[src/rtl/pes_intr_cntrl_param.sv]
// Parametrised interrupt controller: NUM_CH request lines to one CPU
// interrupt, with round-robin/fixed arbitration, masking and edge/level.
module pes_intr_cntrl_param #(
    parameter int               NUM_CH   = 8,
    parameter int               ID_W     = $clog2(NUM_CH),
    parameter int               BUS_W    = 16,
    parameter logic [BUS_W-1:0] VEC_BASE = 16'h0098
) (
    input  logic              clk_in,
    input  logic              rst_in,
    input  logic [NUM_CH-1:0] intr_rq,
    input  logic [BUS_W-1:0]  bus_in,
    input  logic              intr_in,
    output logic              intr_out,
    output logic [BUS_W-1:0]  bus_out,
    output logic              bus_oe
);

    localparam logic [3:0] OP_MODE = 4'h1;
    localparam logic [3:0] OP_PRIO = 4'h2;
    localparam logic [3:0] OP_MSET = 4'h3;
    localparam logic [3:0] OP_MCLR = 4'h4;
    localparam logic [3:0] OP_TRIG = 4'h5;
    localparam logic [3:0] OP_EOI  = 4'hA;

    typedef enum logic [1:0] {
        S_IDLE,
        S_ASSERT,
        S_VECTOR,
        S_WAIT_EOI
    } state_t;

    state_t state_q, state_d;

    logic              mode_q;
    logic [NUM_CH-1:0] mask_q;
    logic [NUM_CH-1:0] edge_q;
    logic [NUM_CH-1:0] latch_q;
    logic [NUM_CH-1:0] latch_d;
    logic [NUM_CH-1:0] rq_d1_q;
    logic [ID_W-1:0]   rank_q [NUM_CH];
    logic [ID_W-1:0]   rr_q;
    logic              is_act_q;
    logic [ID_W-1:0]   is_id_q;
    logic [BUS_W-1:0]  vec_q;

    logic              cmd_ok;
    logic [3:0]        cmd_op;
    logic [ID_W-1:0]   cmd_ch;
    logic [ID_W-1:0]   cmd_rank;
    logic              do_mode;
    logic              do_prio;
    logic              do_mset;
    logic              do_mclr;
    logic              do_trig;
    logic              do_eoi;

    logic [NUM_CH-1:0] pending;
    logic [NUM_CH-1:0] in_svc;
    logic [NUM_CH-1:0] eligible;
    logic [NUM_CH-1:0] clr_vec;
    logic              any_elig;

    logic              rr_found;
    logic [ID_W-1:0]   rr_win;
    logic [ID_W-1:0]   rr_idx;
    logic              fp_found;
    logic [ID_W-1:0]   fp_win;
    logic [ID_W-1:0]   fp_rank;
    logic [ID_W-1:0]   win;
    logic              take;
    logic              eoi_hit;

    logic              unused_bus;
    assign unused_bus = ^bus_in;

    // Commands are only decoded when the strobe cannot be an ack.
    assign cmd_ok   = ~intr_in & ((state_q == S_IDLE) | (state_q == S_WAIT_EOI));
    assign cmd_op   = bus_in[BUS_W-1 -: 4];
    assign cmd_ch   = bus_in[ID_W-1:0];
    assign cmd_rank = bus_in[2*ID_W-1:ID_W];

    always_comb begin
        do_mode = 1'b0;
        do_prio = 1'b0;
        do_mset = 1'b0;
        do_mclr = 1'b0;
        do_trig = 1'b0;
        do_eoi  = 1'b0;
        if (cmd_ok) begin
            case (cmd_op)
                OP_MODE: do_mode = 1'b1;
                OP_PRIO: do_prio = 1'b1;
                OP_MSET: do_mset = 1'b1;
                OP_MCLR: do_mclr = 1'b1;
                OP_TRIG: do_trig = 1'b1;
                OP_EOI:  do_eoi  = 1'b1;
                default: ;
            endcase
        end
    end

    always_ff @(posedge clk_in) begin
        if (rst_in) begin
            mode_q <= 1'b0;
            mask_q <= '0;
            edge_q <= '0;
            for (int c = 0; c < NUM_CH; c++) begin
                rank_q[c] <= ID_W'(c);
            end
        end else begin
            if (do_mode) mode_q <= bus_in[0];
            if (do_prio) rank_q[cmd_ch] <= cmd_rank;
            if (do_mset) mask_q[cmd_ch] <= 1'b1;
            if (do_mclr) mask_q[cmd_ch] <= 1'b0;
            if (do_trig) edge_q[cmd_ch] <= bus_in[ID_W];
        end
    end

    // Latches keep running while masked so masked edges are not lost.
    assign pending = ((edge_q & latch_q) | (~edge_q & intr_rq)) & ~mask_q;

    always_comb begin
        in_svc = '0;
        if (is_act_q) in_svc[is_id_q] = 1'b1;
    end

    assign eligible = pending & ~in_svc;
    assign any_elig = |eligible;

    always_comb begin
        rr_found = 1'b0;
        rr_win   = rr_q;
        rr_idx   = rr_q;
        for (int i = 0; i < NUM_CH; i++) begin
            rr_idx = rr_q + ID_W'(i);
            if (!rr_found && eligible[rr_idx]) begin
                rr_found = 1'b1;
                rr_win   = rr_idx;
            end
        end
    end

    // Strict less-than keeps the lower channel on equal ranks.
    always_comb begin
        fp_found = 1'b0;
        fp_win   = '0;
        fp_rank  = '0;
        for (int c = 0; c < NUM_CH; c++) begin
            if (eligible[c] && (!fp_found || rank_q[c] < fp_rank)) begin
                fp_found = 1'b1;
                fp_win   = ID_W'(c);
                fp_rank  = rank_q[c];
            end
        end
    end

    assign win = mode_q ? fp_win : rr_win;

    always_comb begin
        state_d = state_q;
        take    = 1'b0;
        eoi_hit = 1'b0;
        case (state_q)
            S_IDLE: begin
                if (any_elig) state_d = S_ASSERT;
            end
            S_ASSERT: begin
                if (!any_elig) begin
                    state_d = S_IDLE;
                end else if (!intr_in) begin
                    take    = 1'b1;
                    state_d = S_VECTOR;
                end
            end
            S_VECTOR: begin
                if (!intr_in) state_d = S_WAIT_EOI;
            end
            S_WAIT_EOI: begin
                if (do_eoi && cmd_ch == is_id_q) begin
                    eoi_hit = 1'b1;
                    state_d = S_IDLE;
                end
            end
            default: state_d = S_IDLE;
        endcase
    end

    always_ff @(posedge clk_in) begin
        if (rst_in) state_q <= S_IDLE;
        else        state_q <= state_d;
    end

    always_comb begin
        clr_vec = '0;
        if (take) clr_vec[win] = 1'b1;
    end

    // A new edge in the vectoring cycle re-arms the latch.
    assign latch_d = (latch_q & ~clr_vec) | (intr_rq & ~rq_d1_q & edge_q);

    always_ff @(posedge clk_in) begin
        if (rst_in) begin
            rq_d1_q  <= '0;
            latch_q  <= '0;
            rr_q     <= '0;
            is_act_q <= 1'b0;
            is_id_q  <= '0;
            vec_q    <= '0;
        end else begin
            rq_d1_q <= intr_rq;
            latch_q <= latch_d;
            if (take) begin
                is_act_q <= 1'b1;
                is_id_q  <= win;
                vec_q    <= {VEC_BASE[BUS_W-1:ID_W], win};
                rr_q     <= win + ID_W'(1);
            end else if (eoi_hit) begin
                is_act_q <= 1'b0;
            end
        end
    end

    assign intr_out = (state_q == S_ASSERT) | (state_q == S_VECTOR);
    assign bus_oe   = (state_q == S_VECTOR);
    assign bus_out  = bus_oe ? vec_q : '0;

endmodule

[config.mk]
export PLATFORM = sky130hd
export DESIGN_NAME = pes_intr_cntrl_param
export DESIGN_NICKNAME = d
export VERILOG_FILES = /design/src/rtl/pes_intr_cntrl_param.sv
export SDC_FILE = /design/constraint.sdc
export NUM_CORES = 1
export LEC_CHECK = 0
export BUFFER_PORTS_ARGS = -buffer_cell sky130_fd_sc_hd__buf_4
export CAP_MARGIN = 20
export CORE_ASPECT_RATIO = 1.2
export CORE_MARGIN = 2
export CORE_UTILIZATION = 45
export CTS_BUF_LIST = sky130_fd_sc_hd__clkbuf_2
export DETAILED_ROUTE_END_ITERATION = 10
export SYNTH_ARGS = -nofsm -noshare
export SYNTH_HDL_FRONTEND = slang
export SYNTH_SLANG_ARGS = --single-unit
[constraint.sdc]
create_clock -name clk_in -period 34.2 [get_ports clk_in]
set_input_delay 10.26 -clock clk_in [delete_from_list [all_inputs] [get_ports clk_in]]
set_output_delay 10.26 -clock clk_in [all_outputs]
set_load 0.1 [all_outputs]
=== Yosys cells after proc, flatten, opt, wreduce, memory -nomap -nowiden ===
Memory sizes are Yosys's and may differ from the RTL's.
Cells that the tools add are included.

* Add/subtract/negate cells: 8
* Eq/ne operators: 14
* Order comparisons: 21
* Reductions and logical operators: 44
* Bitwise logic cells: 21
* Shifts and indexed selects: 0
* Multiplexer cells: 98
* Multiply operators: 0
* Div/mod/pow operators: 0

{| class="wikitable"
|+ Operators by type and width
! cell !! count
|-
| 2-to-1 mux 3 bit || 23
|-
| AND 8 bit || 8
|-
| 2-to-1 mux 1 bit || 51
|-
| 2-to-1 mux 8 bit || 6
|-
| NOT 8 bit || 6
|-
| less-than comparator 3 x 4 -> 1 bit (second input constant) || 11
|-
| binary-select mux 1 bit (select 3 bit) || 8
|-
| OR 8 bit || 3
|-
| less-than comparator 3 bit || 7
|-
| logical AND 1 bit || 18
|-
| logical NOT 1 bit || 14
|-
| adder 3 bit (second input constant) || 4
|-
| 2-to-1 mux 2 bit || 5
|-
| demux 1 bit (select 3 bit) || 3
|-
| >= comparator 3 x 1 -> 1 bit (second input constant) || 3
|-
| bitwise mux 8 bit || 1
|-
| equality test 4 x 2 -> 1 bit (second input constant) || 2
|-
| equality test 4 x 3 -> 1 bit (second input constant) || 2
|-
| case mux 2 bit (4 select lines) || 1
|-
| OR reduction 8 bit || 1
|-
| logical OR 1 bit || 7
|-
| adder 3 x 1 -> 3 bit (second input constant) || 2
|-
| adder 3 x 2 -> 3 bit (second input constant) || 2
|-
| equality test 2 bit (second input constant) || 2
|-
| other kinds (14) || 16
|}

* Memory bits (read-only): 0
* Register bits after elaboration: 46
* Word-level logic and storage cells: 217
* Bits in latches: 0
* RAM bits: 24
* Output and inout port bits: 18
* Input port bits: 27
* Memories: 1

{| class="wikitable"
|+ Memories
! memory !! depth !! bits a word !! rd ports !! clocked after memory_dff !! wr ports !! line !! RTL
|-
| rank_q || 8 || 3 || 8 || 0 || 8 || 41 || <nowiki>logic [ID_W-1:0] rank_q [NUM_CH];</nowiki>
|}

=== Depth between registers and ports, before layout ===
* Depth after elaboration: 45
* Mapped depth: 57
* Depth with buffers taken out: 55

=== Worst setup path before layout ===
OpenSTA, ideal clock, no wires.

* Path kind: input-to-reg
* Start: input intr_rq[0]
* End: register rr_q[2]
* Library setup time: 0.116 ns
* Path buffers: 0
* Slack: 14.008 ns
* Required time: 34.084 ns
* Arrival: 20.076 ns
* Cell stages on the path: 51
* Cell sequence: mux2i_1 -> nor3_2 -> nand2_1 -> ha_1 -> a211oi_1 -> nor3_1 -> nor2_1 -> nor2_1 -> a21oi_1 -> ha_1 -> a21oi_1 -> a21oi_2 -> nor2_1 -> nand2_1 -> mux2i_1 -> inv_1 -> ha_1 -> a21o_1 -> (+15 left out) -> or2_2 -> nand2_1 -> mux2i_1 -> ha_1 -> a21oi_1 -> nand3_1 -> a21oi_1 -> o21ai_0 -> o31a_1 -> ha_1 -> a211o_1 -> a211o_1 -> a31o_2 -> o31ai_1 -> nor4b_1 -> or4_4 -> or3_1 -> o211a_1

* Word-level cells in the longest chain between the ends: 35
* Elaborated cells on any way between the ends: 102
* Classes of those cells: 1 x add/sub; 7 x order compare; 54 x mux; 4 x bitwise; 36 x reduce/logical

{| class="wikitable"
|+ RTL lines
! item !! line !! RTL
|-
| start, declared || 11 || <nowiki>input logic [NUM_CH-1:0] intr_rq,</nowiki>
|-
| AND 8 bit * || 121 || <nowiki>assign pending = ((edge_q & latch_q) | (~edge_q & intr_rq)) & ~mask_q;</nowiki>
|-
| OR 8 bit * || 121 ||
|-
| AND 8 bit * || 121 ||
|-
| AND 8 bit * || 128 || <nowiki>assign eligible = pending & ~in_svc;</nowiki>
|-
| 2-to-1 mux 3 bit or 2-to-1 mux 1 bit (tied branches) || 150 || <nowiki>if (eligible[c] && (!fp_found || rank_q[c] < fp_rank)) begin</nowiki>
|-
| less-than comparator 3 bit or logical NOT 1 bit (tied branches) || 150 ||
|-
| logical OR 1 bit || 150 ||
|-
| logical AND 1 bit || 150 ||
|-
| (+19 left out) || n/a ||
|-
| logical AND 1 bit || 150 ||
|-
| 2-to-1 mux 3 bit or 2-to-1 mux 1 bit (tied branches) || 150 ||
|-
| less-than comparator 3 bit or logical NOT 1 bit (tied branches) || 150 ||
|-
| logical OR 1 bit || 150 ||
|-
| logical AND 1 bit || 150 ||
|-
| 2-to-1 mux 3 bit || 150 ||
|-
| 2-to-1 mux 3 bit || 158 || <nowiki>assign win = mode_q ? fp_win : rr_win;</nowiki>
|-
| adder 3 x 1 -> 3 bit || 217 || <nowiki>rr_q <= win + ID_W'(1);</nowiki>
|-
| end signal, assigned || 217 ||
|-
| end, declared || 42 || <nowiki>logic [ID_W-1:0] rr_q;</nowiki>
|}

Mark *: on every way between the ends. The rest lies on a longest branch, timed or not. The select of a mux whose other input is x is not followed.
A chain may end at the register's enable or synchronous reset.

=== Worst setup path in the final report ===
Ends and elaborated chain as after synthesis.

==> out/qor.csv <==
metric,value,unit
ys_warn_count,0,
detail_route.wl_per_cell,17.8,um
pre_cts_ws,12210,ps
critPathSlowestCell,nor3_2,
grtUsageTotal,22.3,%
post-cts-setup-buffers,0,
p_per_area,53.9,nW/um^2
synth_edf_count,24,
routed_wl,13300,um
drive_gt1_share,14.0,%
place.gp.congestion,0.859,
drv_slew,0,
period_needed,21580,ps
clk_latency,500,ps
dpl.hpwl,10300,um
crit_fanout,8,
fin_skew,35.5,ps
vias,4473,
cts_buffers,9,
crit_path_frequent_cell,ha_1,
final_common_cell,nand2_1,
cts_tree,done,
syn_avg_cell_area,8.85,um^2
vdd_drop_max,28.8,uV
initialDrtViolationCount,249,
yosysSeqAreaShare,30.4,%
ys_ff_latch,67,
grt_pass1_vias,4152,
die_area,12400,um^2
start_util,45.5,%
antenna_found_initial,1,
hp-class,register to register,
relSlewSlack,24.9,%
hold_viol,0,
final_nets,636,
htreeDepth,3,
syn_inst,587,
holdPathStages,2,
viasPerCell,5.96,
status,"complete, no violations",
async_flop_share,0,%
leakage,2.08,nW
clock_path_buffers,2,
fillers,1149,
fin_crit_sh,63.1,%
cts_root_buf,clkbuf_2,
path_class,primary input to register,
whs,493,ps
worst_pin_slew,1120,ps
setup_ws,12620,ps
die_h,122,um
synth_flop_cell,dfxtp_1,
drc_errors,0,
startpoint_type,primary input,
first_pass_iters,5,
crit_arrival,22010,ps
layout_common_cells,"58 x nand2_1, 43 x a21oi_1, 43 x dfxtp_1",
grt_pass1_wl,21500,um
cap_violations,0,
rsz0062_at_grt,false,
cts.reportedPaths.clkPinSlew,200,ps
ys_types,86,
endpoint_kind,register,
grt_max_degree,56,
rr_worst_depth,51,
ctsResizeCount,0,
cp.required,34630,ps
core,11400,um^2
max_freq,46.3,MHz
io_pins,45,
tns,0,ps
die_w,102,um
setup_violations,0,
netlist_area,5190,um^2
rows,43,
numPortBuffers,28,
ant_nets,0,
area_delta_synth_final,5.78,%
grt-ovfl-total,0,
clkSinkCount,67,
hold_buffers,0,
slowest_delay,640,ps
-- power by group --
group          internal (mW)  total (mW)  switching [mW]  leakage (nW)
Sequential            0.0861      0.0951         0.00896         0.555
Clock                 0.0167      0.0458          0.0291        0.0736
Combinational         0.0588       0.155          0.0962          1.45
-- synthesized netlist by cell type, drive strengths merged (17+ instances only) --
cell type | n | area (um^2)
and3 | 17 | 106
inv | 19 | 71.3
dfxtp | 43 | 861
edfxtp | 24 | 721
nor2 | 30 | 115
buf | 23 | 175
nand2 | 58 | 218
a21oi | 44 | 224
clkbuf | 28 | 105
ha | 21 | 263
nand3 | 23 | 115
mux2i | 37 | 383
-- critical path: cells and delay by family --
kind / cells / cell delay [ps]
fa+ha+maj: 7 / 2090
simple gates: 16 / 3700
mux: 5 / 1180
compound gates: 21 / 4570
buf+inv: 3 / 230
-- per-layer routing --
metal  global-route usage [%]  up-vias  part of all wire [%]
met1                     29.0     2148                    44
met3                     2.64       20                   4.2
met5                        0        -                     0
met4                     8.00        0                   2.0
li1                         -     2181                     -
met2                     37.9      124                    50
-- final timing paths --
kind,startpoint,to,slack [ps]
hold / removal,latch_q[5]$_SDFF_PP0_,latch_q[5]$_SDFF_PP0_,490
setup reg to reg,vec_q[2]$_SDFFE_PP0P_,rr_q[2]$_SDFFE_PP0P_,21820
setup / recovery,intr_rq[0],rr_q[2]$_SDFFE_PP0P_,12620
hold reg to reg,latch_q[5]$_SDFF_PP0_,latch_q[5]$_SDFF_PP0_,490
-- logic make-up (layout without fill, tap and decap cells) --
| logic type | after synthesis | count (layout) | synth area share (%) |
|---|---|---|---|
| AO/OA/AOI/OAI | 149 | 149 | 20.7 |
| flip-flops | 67 | 67 | 30.4 |
| AND/OR/NAND/NOR | 219 | 219 | 23.6 |
| multiplexers | 49 | 49 | 11.7 |
| buffers and inverters | 72 | 69 | 6.91 |
| other | 1 | 11 | 0.0722 |
| adder cells (fa/ha/maj) | 21 | 21 | 5.06 |
| XOR/XNOR | 9 | 9 | 1.52 |
-- per-stage QoR --
stage	area (um^2)	instances	util [%]	total power, mW
finish	5500	751	48.2	0.296
global route	5500	751	48.2	0.315
CTS	5490	749	48.1	0.296
detailed placement	5380	733	47.1	0.250
global placement	5370	732	47.1	0.247
floorplan	5230	596	-	0.223
-- cell type report --
class	count	area [um^2]	area share (%)
clock buffer	9	45.0	0.820
multi-input combinational	457	3290	59.8
tap	157	196	3.57
sequential	67	1580	28.8
inverter	21	78.8	1.43
antenna	1	2.50	0.0455
clock inverter	7	67.6	1.23
timing repair buffer	32	235	4.28
(Power assumes the default switching activity.)
